[src/rtl/flappy_game_engine.sv]
// Flappy game engine: bird physics, pipe scroll/respawn, scoring and
// collision, stepped by an internal frame tick; drives the pixel painter.
module flappy_game_engine #(
  parameter int          TICK_DIV   = 1666667,
  parameter int          BIRD_X     = 300,
  parameter int          BIRD_Y0    = 275,
  parameter int          GRAV       = 1,
  parameter int          FLAP_VEL   = -8,
  parameter int          VMAX       = 8,
  parameter int          PIPE_SPEED = 2,
  parameter int          GAP        = 100,
  parameter int          DEAD_TICKS = 60,
  parameter logic [15:0] LFSR_SEED  = 16'hACE1,
  parameter int          COLLIDE_EN = 1
) (
  input  logic        clk,
  input  logic        reset_n,
  input  logic        button,
  output logic [9:0]  BirdX,
  output logic [9:0]  BirdY,
  output logic [9:0]  PipeX1,
  output logic [9:0]  PipeY1,
  output logic [9:0]  PipeX2,
  output logic [9:0]  PipeY2,
  output logic [15:0] score,
  output logic [1:0]  state,
  output logic        game_over
);

  typedef enum logic [1:0] {
    IDLE = 2'b00,
    PLAY = 2'b01,
    DEAD = 2'b10,
    BAD  = 2'b11
  } state_t;

  localparam logic [9:0] BX    = 10'(BIRD_X);
  localparam logic [9:0] BY0   = 10'(BIRD_Y0);
  localparam logic [9:0] BYF   = 10'(BIRD_Y0 + FLAP_VEL);
  localparam logic [9:0] PSPD  = 10'(PIPE_SPEED);
  localparam logic [9:0] SPAWN = 10'd834;
  localparam logic [9:0] X_LO  = 10'd94;
  localparam logic [9:0] X_P2  = 10'd464;
  localparam logic [9:0] Y_RST = 10'd200;
  localparam logic signed [5:0] FV    = 6'(FLAP_VEL);
  localparam logic signed [6:0] VM7   = 7'(VMAX);
  localparam logic signed [6:0] GRAV7 = 7'(GRAV);

  state_t st, st_n;
  logic [31:0] cnt;
  logic        tick, upd;
  logic [15:0] lfsr;
  logic [2:0]  bsync;
  logic        rise, flap_req, flap;
  logic signed [5:0] vel, vel_n, vp;
  logic signed [6:0] vg;
  logic signed [10:0] ys;
  logic        floor_hit, crash;
  logic [9:0]  yc, gap_y, x1m, x2m;
  logic [9:0]  p1x, p1y, p2x, p2y;
  logic [9:0]  by_n, px1_n, py1_n, px2_n, py2_n;
  logic [16:0] ssum;
  logic [15:0] score_n, dead_cnt, dead_n;

  assign tick      = (cnt == 32'(TICK_DIV - 1));
  assign upd       = tick || (st == BAD);
  assign rise      = bsync[1] & ~bsync[2];
  assign flap      = flap_req | rise;
  assign gap_y     = 10'd75 + {2'b00, lfsr[7:0]};
  assign BirdX     = BX;
  assign state     = st;
  assign game_over = (st == DEAD);

  function automatic logic hit(input logic [9:0] px,
                               input logic [9:0] py,
                               input logic [9:0] y);
    int dx;
    dx = BIRD_X - int'(px);
    if (dx < 0) dx = -dx;
    return (px != 10'd0) && (dx <= 60) &&
           ((int'(y) - 10 <= int'(py)) ||
            (int'(y) + 10 >= int'(py) + GAP));
  endfunction

  // frame tick divider
  always_ff @(posedge clk or negedge reset_n)
    if (!reset_n) cnt <= '0;
    else          cnt <= tick ? '0 : cnt + 32'd1;

  // free-running gap generator, steps every clock
  always_ff @(posedge clk or negedge reset_n)
    if (!reset_n) lfsr <= LFSR_SEED;
    else lfsr <= {lfsr[14:0], lfsr[15] ^ lfsr[13] ^ lfsr[12] ^ lfsr[10]};

  // button synchronizer and sticky flap request, consumed by each tick
  always_ff @(posedge clk or negedge reset_n)
    if (!reset_n) begin
      bsync    <= '0;
      flap_req <= 1'b0;
    end else begin
      bsync <= {bsync[1:0], button};
      if (tick)      flap_req <= 1'b0;
      else if (rise) flap_req <= 1'b1;
    end

  // state register
  always_ff @(posedge clk or negedge reset_n)
    if (!reset_n)  st <= IDLE;
    else if (upd)  st <= st_n;

  // next state and next game values
  always_comb begin
    st_n    = st;
    vel_n   = vel;
    by_n    = BirdY;
    px1_n   = PipeX1;
    py1_n   = PipeY1;
    px2_n   = PipeX2;
    py2_n   = PipeY2;
    score_n = score;
    dead_n  = dead_cnt;
    vg = {vel[5], vel} + GRAV7;
    vp = flap ? FV : ((vg > VM7) ? VM7[5:0] : vg[5:0]);
    ys = $signed({1'b0, BirdY}) + $signed({{5{vp[5]}}, vp});
    floor_hit = (ys >= 11'sd505);
    if (ys < 11'sd45)                      yc = 10'd45;
    else if (floor_hit && COLLIDE_EN == 0) yc = 10'd505;
    else                                   yc = ys[9:0];
    x1m = PipeX1 - PSPD;
    x2m = PipeX2 - PSPD;
    p1x = PipeX1;
    p1y = PipeY1;
    p2x = PipeX2;
    p2y = PipeY2;
    if (PipeX1 != 10'd0) begin
      if (x1m <= X_LO) begin
        p1x = SPAWN;
        p1y = gap_y;
      end else p1x = x1m;
    end
    if (PipeX2 != 10'd0) begin
      if (x2m <= X_LO) begin
        p2x = SPAWN;
        p2y = gap_y;
      end else p2x = x2m;
    end else if (p1x == X_P2) begin
      p2x = SPAWN;
      p2y = gap_y;
    end
    ssum = {1'b0, score}
         + 17'(PipeX1 > BX && p1x <= BX)
         + 17'(PipeX2 > BX && p2x <= BX);
    crash = (COLLIDE_EN != 0) &&
            (floor_hit || hit(p1x, p1y, yc) || hit(p2x, p2y, yc));
    unique case (st)
      IDLE: if (flap) begin
        st_n    = PLAY;
        vel_n   = FV;
        by_n    = BYF;
        score_n = '0;
        px1_n   = SPAWN;
        py1_n   = gap_y;
        px2_n   = '0;
        py2_n   = Y_RST;
      end
      PLAY: begin
        vel_n   = vp;
        by_n    = yc;
        px1_n   = p1x;
        py1_n   = p1y;
        px2_n   = p2x;
        py2_n   = p2y;
        score_n = ssum[16] ? 16'hFFFF : ssum[15:0];
        if (crash) begin
          st_n   = DEAD;
          dead_n = '0;
        end
      end
      DEAD: begin
        if (dead_cnt >= 16'(DEAD_TICKS) && flap) begin
          st_n  = IDLE;
          vel_n = '0;
          by_n  = BY0;
          px1_n = '0;
          py1_n = Y_RST;
          px2_n = '0;
          py2_n = Y_RST;
        end else if (dead_cnt != 16'hFFFF) begin
          dead_n = dead_cnt + 16'd1;
        end
      end
      default: begin
        st_n   = IDLE;
        vel_n  = '0;
        by_n   = BY0;
        px1_n  = '0;
        py1_n  = Y_RST;
        px2_n  = '0;
        py2_n  = Y_RST;
        dead_n = '0;
      end
    endcase
  end

  // game registers, committed on tick
  always_ff @(posedge clk or negedge reset_n)
    if (!reset_n) begin
      vel      <= '0;
      BirdY    <= BY0;
      PipeX1   <= '0;
      PipeY1   <= Y_RST;
      PipeX2   <= '0;
      PipeY2   <= Y_RST;
      score    <= '0;
      dead_cnt <= '0;
    end else if (upd) begin
      vel      <= vel_n;
      BirdY    <= by_n;
      PipeX1   <= px1_n;
      PipeY1   <= py1_n;
      PipeX2   <= px2_n;
      PipeY2   <= py2_n;
      score    <= score_n;
      dead_cnt <= dead_n;
    end

endmodule

[config.mk]
export PLATFORM = sky130hd
export DESIGN_NAME = flappy_game_engine
export DESIGN_NICKNAME = d
export VERILOG_FILES = /design/src/rtl/flappy_game_engine.sv
export SDC_FILE = /design/constraint.sdc
export NUM_CORES = 1
export LEC_CHECK = 0
export CORE_UTILIZATION = 45
export CTS_BUF_LIST = sky130_fd_sc_hd__clkbuf_4 sky130_fd_sc_hd__clkbuf_8
export DETAILED_ROUTE_END_ITERATION = 7
export GPL_TIMING_DRIVEN = 0
export PLACE_DENSITY = 0.61
export SLEW_MARGIN = 20
export SYNTH_ARGS = -nofsm -noshare
export SYNTH_HDL_FRONTEND = slang
export SYNTH_SLANG_ARGS = --single-unit
[constraint.sdc]
create_clock -name clk -period 12.9 [get_ports clk]
set_clock_uncertainty 0.05 [all_clocks]
set_input_delay 3.87 -clock clk [delete_from_list [all_inputs] [get_ports clk]]
set_output_delay 3.87 -clock clk [all_outputs]
set_load 0.02 [all_outputs]
=== Yosys cells after proc, flatten, opt, wreduce, memory -nomap -nowiden ===
Cells that the tools add are included.

* Register bits after elaboration: 142
* Latch bits: 0
* Memory bits (writable): 0
* Bits in read-only memories: 0
* Input port bits: 3
* Output and inout bits: 79
* Word-level logic and storage cells: 134
* Memories kept: 0

* Add/sub/neg operators: 17
* $mul: 0
* Divide/modulo/power cells: 0
* $lt $le $gt $ge: 18
* Equal/unequal tests: 11
* Shift operators: 0
* Multiplexer cells: 45
* Bitwise operators: 7
* Reduce and logical (&&, ||, !) cells: 23

{| class="wikitable"
|+ Operators with widths
! operator !! count
|-
| $mux W10 || 19
|-
| $pmux W10 S3 || 5
|-
| $mux W32 || 3
|-
| $mux W16 || 5
|-
| $le A32 B7 Y1 const B || 2
|-
| $neg A11 Y32 || 2
|-
| $pmux W16 S3 || 1
|-
| $reduce_bool A10 Y1 || 4
|-
| $add A32 B1 Y32 const B || 1
|-
| $eq A32 B21 Y1 const B || 1
|-
| $ge A32 B12 Y1 || 1
|-
| $pmux W16 S2 || 1
|-
| $mux W6 || 4
|-
| $add A10 B7 Y11 const B || 2
|-
| $le A11 B11 Y1 || 2
|-
| $lt A11 B1 Y1 const B || 2
|-
| $sub A9 B10 Y11 const A || 2
|-
| $gt A10 B9 Y1 const B || 2
|-
| $le A10 B7 Y1 const B || 2
|-
| $le A10 B9 Y1 const B || 2
|-
| $sub A10 B2 Y10 const B || 2
|-
| $pmux W6 S3 || 1
|-
| $add A16 B1 Y17 || 1
|-
| $add A17 B1 Y17 || 1
|-
| 31 further kinds || 53
|}

=== Depth between registers and ports, before layout ===
* Word-level depth: 16
* Gate-level depth with buffers: 41
* Depth with buffers taken out: 39

=== Least setup slack after synthesis ===
Ideal clock, no wire load.

* Path kind: reg2reg
* From: reg vel[0]
* To: reg dead_cnt[1]
* Library setup time: 0.141 ns
* Arrival time: 7.157 ns
* Required time: 12.709 ns
* Slack: 5.552 ns
* Stages on the path, launching flop included: 39
* Path buffers: 2
* Clock period less this slack: 7.348 ns
* Path through: dfrtp_1 ha_1 a22o_1 nand2_1 o221ai_1 a21oi_1 nor2_1 o21a_1 nand2_1 inv_1 ha_1 a21o_1 a21oi_1 o21ai_0 a21oi_1 nor2_1 a211oi_1 xnor2_1 (+3 left out) nor2_1 inv_1 ha_1 nor2b_1 nor4_1 xor2_1 ha_1 nand2_1 a211oi_1 a2111oi_0 nor2_1 o211ai_1 o41ai_1 nor4_1 or3b_4 a41oi_4 buf_6 o22ai_1

* Longest elaborated chain between the ends: 15
* Elaborated cells between the ends (all ways): 22
* Those cells by class: add/sub (4); order compare (7); eq/ne (1); mux (3); reduce/logical (7)

{| class="wikitable"
|+ RTL lines
! element !! line !! source
|-
| start, declared || 55 || <nowiki>logic signed [5:0] vel, vel_n, vp;</nowiki>
|-
| start signal, assigned || 217 || <nowiki>vel <= vel_n;</nowiki>
|-
| $add A6 B2 Y7 (*) || 122 || <nowiki>vg = {vel[5], vel} + GRAV7;</nowiki>
|-
| $gt A7 B5 Y1 || 123 || <nowiki>vp = flap ? FV : ((vg > VM7) ? VM7[5:0] : vg[5:0]);</nowiki>
|-
| $mux W6 (*) (2 in series) || 123 ||
|-
| $add A11 B6 Y11 (*) || 124 || <nowiki>ys = $signed({1'b0, BirdY}) + $signed({{5{vp[5]}}, vp});</nowiki>
|-
| $lt A11 B7 Y1 || 126 || <nowiki>if (ys < 11'sd45) yc = 10'd45;</nowiki>
|-
| $mux W10 || 126 ||
|-
| $add A10 B4 Y11 or $sub A10 B4 Y11 (tied branches) || 82, 81 ||
|-
| $ge A32 B12 Y1 or $le A11 B11 Y1 (tied branches) || 82, 81 ||
|-
| $logic_or A1 B1 Y1 || 81 || <nowiki>((int'(y) - 10 <= int'(py)) ||</nowiki>
|-
| $logic_and A1 B1 Y1 || 80 || <nowiki>return (px != 10'd0) && (dx <= 60) &&</nowiki>
|-
| $logic_or A1 B1 Y1 || 154 || <nowiki>(floor_hit || hit(p1x, p1y, yc) || hit(p2x, p2y, yc));</nowiki>
|-
| $logic_or A1 B1 Y1 (*) || 154 ||
|-
| $ne A2 B2 Y1 (no source line) (*) || -- ||
|-
| $reduce_and A5 Y1 (no source line) (*) || -- ||
|-
| end signal, assigned || 224 || <nowiki>dead_cnt <= dead_n;</nowiki>
|-
| end, declared || 63 || <nowiki>logic [15:0] score_n, dead_cnt, dead_n;</nowiki>
|}

Mark *: on every way between the ends. The rest lies on a longest branch, timed or not.
A chain may end at the register's enable or synchronous reset.

=== Worst setup path in the final report ===
Ends and elaborated chain as after synthesis.

==> run metrics <==
status complete, no violations; port buffer count 71; Worst-Margin Slew 0.963 ns; Synth Area in Simple Gates 0.214; drt total wl 30900 um; fin crit period 9.07 ns; Yosys Warn Count 0; GR Util All Layers 0.261; launch point of the worst reg-to-reg path vel[0]$_DFFE_PN0P_; Max Cap Viol 0; Power Total 0.850 mW; path depth of the worst reg2reg path 38; Final setup viols 0; post-DP HPWL 22700 um; Startpoint Class register; Fin Setup TNS 0 ns; Area growth syn-to-layout 14.9%; iteration-0 DRC count of the detailed router 651; Synth Flop Type dfrtp_1; synthesized area 10800 um2; fmax 110 MHz; first-pass GRT wire length 49600 um; Crit path largest cell delay 0.58 ns; clk buf depth 2; element type at the critical path end register; hold wc startpoint bsync[0]$_DFF_PN0_; largest family of logic cells by synthesized area compound AO/OA/AOI/OAI gates; largest net degree at the start of global routing 86; gr ovfl total 0; RSZ-0062 raised after global routing no; Die Span X 157 um; CP required 13.18 ns; drt pass-1 iters 7; proportion of synthesized area in mux cells 0.0150; Worst-Skew Late Latency 0.47 ns; FF+latch count, synth 142; die height 157 um; commonest non-fill, non-tap cell in the layout dfrtp_1; Synth Area in Adders 0.0827; Power Density 68.7 nW/um2; worst setup margin 3.83 ns; area leader, netlist dfrtp_1; Non-Filler Instances 1697; Hold WS 0.309 ns; Avg Inst Size Synth 8.52 um2; initial core utilization 0.459; Final Max Slew Viols 0; Post-Syn Instances 1265; Post-synth EDFFs 0; Hold Crit Endpoint bsync[1]$_DFF_PN0_; DR vias 9852; # diodes 0; internal power 0.616 mW; Post-Synth XOR/XNOR Area 0.0826; placed instance count 1665; cts hold-fix bufs 0; Net Sw Frac 0.276; Hold WC Path Type reg -> reg; Post-Layout Inst Area 12400 um2; clock share of power 0.458; Synth cell types 98; fin util 0.528; Max FO, Critical Path 10; Final ANT Viol Nets 0; Synth Area in Compound Gates 0.217; GPL Wtd Cong 0.922; Reg clk slew, reported paths 0.10 ns; I/O pin total 82; most frequent cells in the layout dfrtp_1, nand2_1, o21ai_0, nor2_1, inv_1; final hold vios 0; layout cell share with drive strength beyond 1 0.0798; CTS Buf Count 17; setup bufs post-CTS 0; post-synthesis sequential area ratio 0.332; core footprint 23500 um2; r2r endpoint dead_cnt[1]$_DFFE_PN0P_; Die ar. 24600 um2; Root Driver clkbuf_8; hold depth 0; drt wl/cell 18.2 um; Clock H-tree levels 4; Crit Path Category reg -> reg; combinational power share 0.018; vias per cell 5.81; Crit-path slowest cell o41ai_1; pre-CTS WS 3.96 ns; DRC Markers 0; Worst slew margin 0.349; initial antenna violation count 1; vias in the first global route 9248; row count 56; Resized cells post-CTS 0; post-synth top area share 0.288; CTS Sinks 142; P_sw 0.235 mW; Tcrit/Tclk final 0.703; asr flop ratio synth 1.00; P_leak 5.18 nW; placed inst area 12000 um2; Sequential Power Share 0.524; CTS tree done; ranking of synthesized cells by area dfrtp_1, ha_1, xnor2_1; Critical Path AT 9.35 ns; Final nets 1438; Worst VDD drop 0.0582 mV; Reg2Reg Setup Slack 3.83 ns
[critical path: cells and delay by family, from the launching register on]
family                   cells  cell delay, ns
AO/OA/AOI/OAI               13            2.92
AND/OR/NAND/NOR             14            2.80
adder cells (fa/ha/maj)      5            1.38
buffers and inverters        4            0.83
XOR/XNOR                     2            0.49
flip-flops                   1            0.44
[worst max-delay path by stage]
stage / cells after the start / from / end / slack, ns
2_1_floorplan: 38 / vel[0]$_DFFE_PN0P_ / dead_cnt[1]$_DFFE_PN0P_ / 5.55
3_3_place_gp: 1 / reset_n / BirdY[5]$_DFFE_PN0P_ / 1.92
3_5_place_dp: 38 / vel[0]$_DFFE_PN0P_ / dead_cnt[1]$_DFFE_PN0P_ / 3.96
4_1_cts: 38 / vel[0]$_DFFE_PN0P_ / dead_cnt[1]$_DFFE_PN0P_ / 3.91
5_1_grt: 38 / vel[0]$_DFFE_PN0P_ / dead_cnt[1]$_DFFE_PN0P_ / 3.18
6_report: 38 / vel[0]$_DFFE_PN0P_ / dead_cnt[1]$_DFFE_PN0P_ / 3.83
[power by group through the flow]
stage / logic [mW] / clock network, mW / registers [mW]
after CTS: 0.0163 / 0.399 / 0.446
after global routing: 0.0180 / 0.417 / 0.446
after floorplan: 0.00490 / 0 / 0.454
after global placement: 0.0148 / 0 / 0.454
final: 0.0154 / 0.389 / 0.446
after detailed placement: 0.0162 / 0 / 0.454
[area by class of cell]
type	count	area (um2)
buffer	68	318
clock buffer	17	234
clock inverter	15	193
fill	2248	11100
inverter	76	285
multi-input combinational	987	6630
sequential	142	3580
tap	319	399
timing repair buffer	73	748
[routing by layer]
layer,GRT usage,up-vias,wire (um)
li1,-,4779,-
met1,0.372,4765,14900
met2,0.403,261,14100
met3,0.0410,47,1290
met4,0.0817,0,656
met5,0,-,0
[synth_stat cells (all sizes together), types with 5 or more instances]
cell,count
dfrtp,124
nand2,109
o21ai,106
nor2,89
inv,76
ha,68
xnor2,61
a21oi,60
nand3,47
clkbuf,45
nor3,40
xor2,38
a22o,31
buf,23
and3,22
a31oi,21
nand4,19
nor4,19
dfstp,18
and2,15
mux2i,15
nand2b,14
o22ai,14
or3,13
nor2b,12
o21a,12
or2,11
a211oi,10
o211ai,9
o31ai,9
a21boi,8
a21o,7
nor3b,7
nor4b,6
o31a,6
nand4b,5
o21bai,5
[kinds of logic (layout without fill, tap and decap cells)]
family	after synthesis	count (layout)
other	2	10
AOI/OAI and AO/OA	345	345
xor gates and xnor gates	100	100
DFF	142	142
buffers and inverters	144	249
and+or+nand+nor	446	446
muxes	16	16
adders and majority gates	70	70
[state kept, by name, summed over array words and instances, names as in the netlist, 16 cells and up]
register / count
cnt: 32
score: 16
lfsr: 16
dead_cnt: 16
Note: power is estimated with default switching activity, not from simulation.
